==> src/rtl/cpc_bus_initiator.sv <==
// Z80-side bus-cycle generator: turns single-beat commands into T-state accurate
// memory, opcode-fetch (with refresh) and I/O bus transactions with wait/timeout.
module cpc_bus_initiator #(
  parameter logic [7:0] MAX_WAIT = 8'd255,
  parameter logic [7:0] IREG     = 8'h00
) (
  input  logic        clk,
  input  logic        reset,
  input  logic        cmd_valid,
  output logic        cmd_ready,
  input  logic [1:0]  cmd_type,
  input  logic        cmd_m1,
  input  logic [15:0] cmd_addr,
  input  logic [7:0]  cmd_wdata,
  output logic        rsp_valid,
  output logic [7:0]  rsp_rdata,
  output logic        rsp_err,
  output logic [15:0] adr,
  output logic [7:0]  data_out,
  output logic        data_oe,
  input  logic [7:0]  data_in,
  output logic        mreq_b,
  output logic        iorq_b,
  output logic        rd_b,
  output logic        wr_b,
  output logic        m1_b,
  output logic        rfsh_b,
  input  logic        ready
);

  typedef enum logic [2:0] {S_IDLE, S_T1, S_T2, S_TWA, S_TW, S_T3, S_T4} state_t;
  typedef enum logic [1:0] {C_MRD = 2'b00, C_MWR = 2'b01, C_IOWR = 2'b10, C_IORD = 2'b11} cmd_t;

  state_t      r_state, w_state_nxt;
  cmd_t        r_type, w_type;
  logic        r_m1, w_m1;
  logic [15:0] r_addr, w_addr;
  logic [7:0]  r_wdata, w_wdata;
  logic [7:0]  r_wcnt;
  logic        r_err;
  logic [7:0]  r_r;

  logic w_accept, w_sample, w_ready_ok, w_go;
  logic w_done, w_fetch_cap, w_tmo_hit;
  logic w_refresh, w_active, w_strobe, w_is_wr;
  logic [15:0] w_adr;
  logic [7:0]  w_dout;
  logic w_oe, w_mreq_b, w_iorq_b, w_rd_b, w_wr_b, w_m1_b, w_rfsh_b;

  assign cmd_ready = (r_state == S_IDLE);
  assign w_accept  = cmd_valid & cmd_ready;

  // Command fields are used straight from the ports on the accept edge so T1
  // outputs can be registered on that same edge.
  assign w_type  = w_accept ? cmd_t'(cmd_type) : r_type;
  assign w_m1    = w_accept ? (cmd_m1 & (cmd_type == 2'b00)) : r_m1;
  assign w_addr  = w_accept ? cmd_addr : r_addr;
  assign w_wdata = w_accept ? cmd_wdata : r_wdata;

  assign w_sample   = ((r_state == S_T2) && !r_type[1]) || (r_state == S_TWA) || (r_state == S_TW);
  assign w_ready_ok = (MAX_WAIT == 8'd0) || ready;
  assign w_go       = w_ready_ok || (r_wcnt == MAX_WAIT);

  always_comb begin
    w_state_nxt = r_state;
    w_done      = 1'b0;
    w_fetch_cap = 1'b0;
    w_tmo_hit   = 1'b0;
    case (r_state)
      S_IDLE: if (w_accept) w_state_nxt = S_T1;
      S_T1:   w_state_nxt = S_T2;
      S_T2: begin
        if (r_type[1])  w_state_nxt = S_TWA;
        else if (w_go)  w_state_nxt = S_T3;
        else            w_state_nxt = S_TW;
      end
      S_TWA, S_TW: w_state_nxt = w_go ? S_T3 : S_TW;
      S_T3: begin
        if (r_m1) begin
          w_state_nxt = S_T4;
        end else begin
          w_state_nxt = S_IDLE;
          w_done      = 1'b1;
        end
      end
      S_T4: begin
        w_state_nxt = S_IDLE;
        w_done      = 1'b1;
      end
      default: w_state_nxt = S_IDLE;
    endcase
    if (w_sample && (w_state_nxt == S_T3)) begin
      w_tmo_hit   = !w_ready_ok;
      w_fetch_cap = r_m1;
    end
  end

  // Bus outputs are decoded from the state being entered, then registered.
  always_comb begin
    w_adr     = adr;
    w_dout    = data_out;
    w_oe      = 1'b0;
    w_mreq_b  = 1'b1;
    w_iorq_b  = 1'b1;
    w_rd_b    = 1'b1;
    w_wr_b    = 1'b1;
    w_m1_b    = 1'b1;
    w_rfsh_b  = 1'b1;
    w_refresh = r_m1 && ((w_state_nxt == S_T3) || (w_state_nxt == S_T4));
    w_active  = (w_state_nxt == S_T1) || (w_state_nxt == S_T2) || (w_state_nxt == S_TWA) ||
                (w_state_nxt == S_TW) || (w_state_nxt == S_T3);
    w_strobe  = (w_state_nxt != S_T1);
    w_is_wr   = (w_type == C_MWR) || (w_type == C_IOWR);
    if (w_refresh) begin
      w_mreq_b = 1'b0;
      w_rfsh_b = 1'b0;
      w_adr    = {IREG, r_r};
    end else if (w_active) begin
      w_adr = w_addr;
      w_oe  = w_is_wr;
      if (w_is_wr) w_dout = w_wdata;
      case (w_type)
        C_MRD: begin
          w_mreq_b = 1'b0;
          w_rd_b   = 1'b0;
          w_m1_b   = ~w_m1;
        end
        C_MWR: begin
          w_mreq_b = 1'b0;
          w_wr_b   = ~w_strobe;
        end
        C_IOWR: begin
          w_iorq_b = ~w_strobe;
          w_wr_b   = ~w_strobe;
        end
        default: begin
          w_iorq_b = ~w_strobe;
          w_rd_b   = ~w_strobe;
        end
      endcase
    end
  end

  always_ff @(posedge clk) begin
    if (reset) begin
      r_state   <= S_IDLE;
      r_type    <= C_MRD;
      r_m1      <= 1'b0;
      r_addr    <= '0;
      r_wdata   <= '0;
      r_wcnt    <= '0;
      r_err     <= 1'b0;
      r_r       <= '0;
      adr       <= '0;
      data_out  <= '0;
      data_oe   <= 1'b0;
      mreq_b    <= 1'b1;
      iorq_b    <= 1'b1;
      rd_b      <= 1'b1;
      wr_b      <= 1'b1;
      m1_b      <= 1'b1;
      rfsh_b    <= 1'b1;
      rsp_valid <= 1'b0;
      rsp_err   <= 1'b0;
      rsp_rdata <= '0;
    end else begin
      r_state <= w_state_nxt;
      if (w_accept) begin
        r_type  <= w_type;
        r_m1    <= w_m1;
        r_addr  <= w_addr;
        r_wdata <= w_wdata;
      end
      if (w_state_nxt == S_T1) begin
        r_wcnt <= '0;
        r_err  <= 1'b0;
      end else if (w_state_nxt == S_TW) begin
        r_wcnt <= r_wcnt + 8'd1;
      end
      if (w_tmo_hit) r_err <= 1'b1;
      adr       <= w_adr;
      data_out  <= w_dout;
      data_oe   <= w_oe;
      mreq_b    <= w_mreq_b;
      iorq_b    <= w_iorq_b;
      rd_b      <= w_rd_b;
      wr_b      <= w_wr_b;
      m1_b      <= w_m1_b;
      rfsh_b    <= w_rfsh_b;
      rsp_valid <= w_done;
      rsp_err   <= w_done & r_err;
      if (w_fetch_cap) begin
        rsp_rdata <= data_in;
      end else if (w_done && !r_m1) begin
        rsp_rdata <= ((r_type == C_MRD) || (r_type == C_IORD)) ? data_in : 8'h00;
      end
      // R[7] is left untouched; only the low seven bits count refreshes.
      if (w_done && r_m1) r_r <= {r_r[7], r_r[6:0] + 7'd1};
    end
  end

endmodule
==> config.mk <==
export PLATFORM = sky130hd
export DESIGN_NAME = cpc_bus_initiator
export DESIGN_NICKNAME = d
export VERILOG_FILES = /design/src/rtl/cpc_bus_initiator.sv
export SDC_FILE = /design/constraint.sdc
export NUM_CORES = 1
export LEC_CHECK = 0
export CAP_MARGIN = 20
export CORE_MARGIN = 2
export CORE_UTILIZATION = 50
export CTS_CLUSTER_DIAMETER = 50
export DETAILED_ROUTE_END_ITERATION = 12
export HOLD_SLACK_MARGIN = 0.03
export PLACE_DENSITY = 0.8
export SLEW_MARGIN = 20
export SYNTH_ARGS = -nofsm -noshare
export SYNTH_HDL_FRONTEND = slang
export SYNTH_SLANG_ARGS = --single-unit
==> constraint.sdc <==
create_clock -name clk -period 2.6 [get_ports clk]
set_input_delay 0.39 -clock clk [delete_from_list [all_inputs] [get_ports clk]]
set_output_delay 0.39 -clock clk [all_outputs]
set_load 0.005 [all_outputs]
==> impl_metrics.tcl <==
set metrics [dict create \
    overflow 0 \
    p_leak_nw 1.741 \
    vias 2818 \
    gp_congestion 0.7741 \
    clockPowerShare_pct 35.9 \
    routedWlPerCell_um 13.73 \
    netSwitchingPower_w 0.0007645 \
    crit_buf_inv 0 \
    core_area_sq_mm 0.006794 \
    grt_pass1_vias 2740 \
    yosysUniqueCellTypes 54 \
    holdBufCountCts 0 \
    grt_max_degree 43 \
    setup_slack_ns 0.2878 \
    slowest_delay_ns 0.57 \
    ioPinCount 81 \
    dpl-instance-area_sq_mm 0.004363 \
    post-place-cells 530 \
    syn_avg_cell_area_sq_um 9.560 \
    die_w_um 87.77 \
    startpoint_type "register" \
    grt_pass1_wl_um 12460 \
    ys.warnings.count 0 \
    die-area_sq_mm 0.007703 \
    fin_area_sq_mm 0.004609 \
    fin_setup_tns_ns 0 \
    power_w 0.003136 \
    ys_seq_area_share_pct 49.64 \
    maxSlewHeadroom_pct 50.95 \
    ant_nets 0 \
    firstDrtPassIters 4 \
    power_frac_comb_pct 17.0 \
    hold_class "reg -> reg" \
    antenna_found_initial 0 \
    area_growth_pct 31.38 \
    wl_um 7494 \
    postCtsSetupBuffers 0 \
    final_cells 546 \
    grt_setup_unrepaired "false" \
    drive_gt1_share_pct 9.111 \
    ctsResizeCount 0 \
    fp.dieH_um 87.77 \
    drt_iter0_drc 131 \
    synth_fp_nets 411 \
    drc 0 \
    fmax_ghz 0.4325 \
    pre_cts_ws_ns 0.03709 \
    numCtsBuffers 9 \
    synthArstFlopShare_pct 0 \
    cts_root_buffer "clkbuf_8" \
    clk_latency_ns 0.35 \
    maxCapViolCount 0 \
    status "complete, no violations" \
    hold_viol_final 0 \
    dp_hpwl_um 5073 \
    syn_inst 367 \
    synth_edf_count 0 \
    crit_type "reg -> reg" \
    skew_ns 0.008667 \
    cts.sinks 87 \
    tightest_slew_ns 0.7357 \
    critPathArrivalTime_ns 2.60 \
    powerDensity_mw_per_mm2 680.4 \
    cts.clk_slew.worst_paths_ns 0.08 \
    drv_slew 0 \
    n_antenna_cell 0 \
    clockBufferDepth 2 \
    critPathMaxFanout 12 \
    crit_family "simple AND/OR/NAND/NOR gates" \
    period_needed_ns 2.312 \
    swShare_pct 24.38 \
    nets 489 \
    cts_tree "yes" \
    rows 30 \
    cp_slowest_cell "dfxtp_1" \
    start_util_pct 51.64 \
    p_int_w 0.002372 \
    htree_num_levels 3 \
    crit_chain "nor4bb_4 > a311oi_4 > a211oi_2 > nor2b_1 > a22o_1" \
    cp.required_ns 2.89 \
    via_per_inst 5.161 \
    portBuffers 80 \
    ys_ff_latch 87 \
    track_usage_pct 20.66 \
    netlist_area_sq_mm 0.003508 \
    endpoint_kind "register" \
    pwr-share-seq_pct 47.1 \
    setup_viol 0 \
    yosys_most_used_dff "dfxtp_1" \
    irDropWorstVdd_v 0.0004018 \
    period_share_pct 88.93 \
]
kinds of logic (layout without fill, tap and decap cells):
| family | count (synthesis) | in the layout | synth area share, % |
|---|---|---|---|
| AND/OR/NAND/NOR | 143 | 143 | 20.19 |
| flip-flops | 87 | 87 | 49.64 |
| AO/OA/AOI/OAI | 76 | 76 | 16.30 |
| buffers and inverters | 27 | 110 | 4.279 |
| multiplexers | 16 | 16 | 4.565 |
| XOR/XNOR | 13 | 13 | 3.245 |
| adder cells (fa/ha/maj) | 5 | 5 | 1.783 |
power groups by stage:
| stage | Clock, W | Combinational (W) | Sequential (W) |
|---|---|---|---|
| 2_1_floorplan | 0 | 0.000315 | 0.00149 |
| 3_3_place_gp | 0 | 0.000522 | 0.00151 |
| 3_5_place_dp | 0 | 0.000534 | 0.00151 |
| 4_1_cts | 0.00115 | 0.000539 | 0.00148 |
| 5_1_grt | 0.00121 | 0.000592 | 0.00149 |
| 6_report | 0.00112 | 0.000534 | 0.00148 |
metal layers:
layer	global-route usage [%]	vias up	share of wire [%]
li1	-	1425	-
met1	27.38	1294	46
met3	7.069	9	7.4
met5	0	-	0
met2	31.40	90	45
met4	7.552	0	1.6
path summary, 6_finish.rpt:
path              startpoint   endpoint  slack (ns)  cells after the start
hold reg to reg    r_addr[0]  r_addr[0]        0.46                      2
setup reg to reg  r_state[1]     adr[2]        0.29                      5
setup / recovery  r_state[1]     adr[2]        0.29                      5
hold / removal     r_addr[0]  r_addr[0]        0.46                      2
tightest hold or removal path, cell delays in order, from the launching register on:
cell	delay, ns
dfxtp_1	0.30
nand2_1	0.05
a21oi_1	0.06
layout by cell type, fill, tap and decap left out, drive strengths merged, types with 10 or more instances in the layout:
master	instances
a21oi	25
nand2	43
a22o	14
o21ai	14
mux2i	16
nor2	49
dfxtp	87
clkbuf	11
nand2b	10
clkdlybuf4s50	79
cell type report:
type	instances	area, sq um
inverter	6	22.52
clock inverter	5	105.1
timing repair buffer	88	855.8
sequential	87	1742
clock buffer	11	141.4
tap	96	120.1
multi-input combinational	253	1623
fill	535	2185
cell usage after synthesis, types with 4 or more instances:
master    number  area share (%)
and2_1         5            0.89
a22o_1        13             3.2
xnor2_1        8             2.0
nor2_1        49             5.2
o21ai_0       13             1.9
inv_1          6            0.64
buf_2          4            0.57
nand4_1        4            0.71
nor2b_1        5            0.89
a211oi_1       8             1.7
clkbuf_1       7            0.75
ha_1           5             1.8
nand2_1       43             4.6
nor3_1         4            0.57
nand3_1        5            0.71
dfxtp_1       87              50
a21oi_1       24             3.4
nand2b_1      10             1.8
xor2_1         5             1.2
mux2i_1       16             4.6
sequential cells by signal, indices dropped and copies added (netlist names), 2 cells and up:
register   flops
r_r            7
data_out       8
rsp_rdata      8
adr           16
r_state        3
r_addr        16
r_wdata        8
r_wcnt         8
r_type         2
metrics by stage:
step	utilization [%]	hold WS (ns)
2_1_floorplan	-	0.4113
3_3_place_gp	64.22	0.4299
3_5_place_dp	64.22	0.4380
4_1_cts	67.85	0.4592
5_1_grt	67.85	0.4837
6_report	67.85	0.4580
No activity file was read; power rests on OpenSTA's default activity.
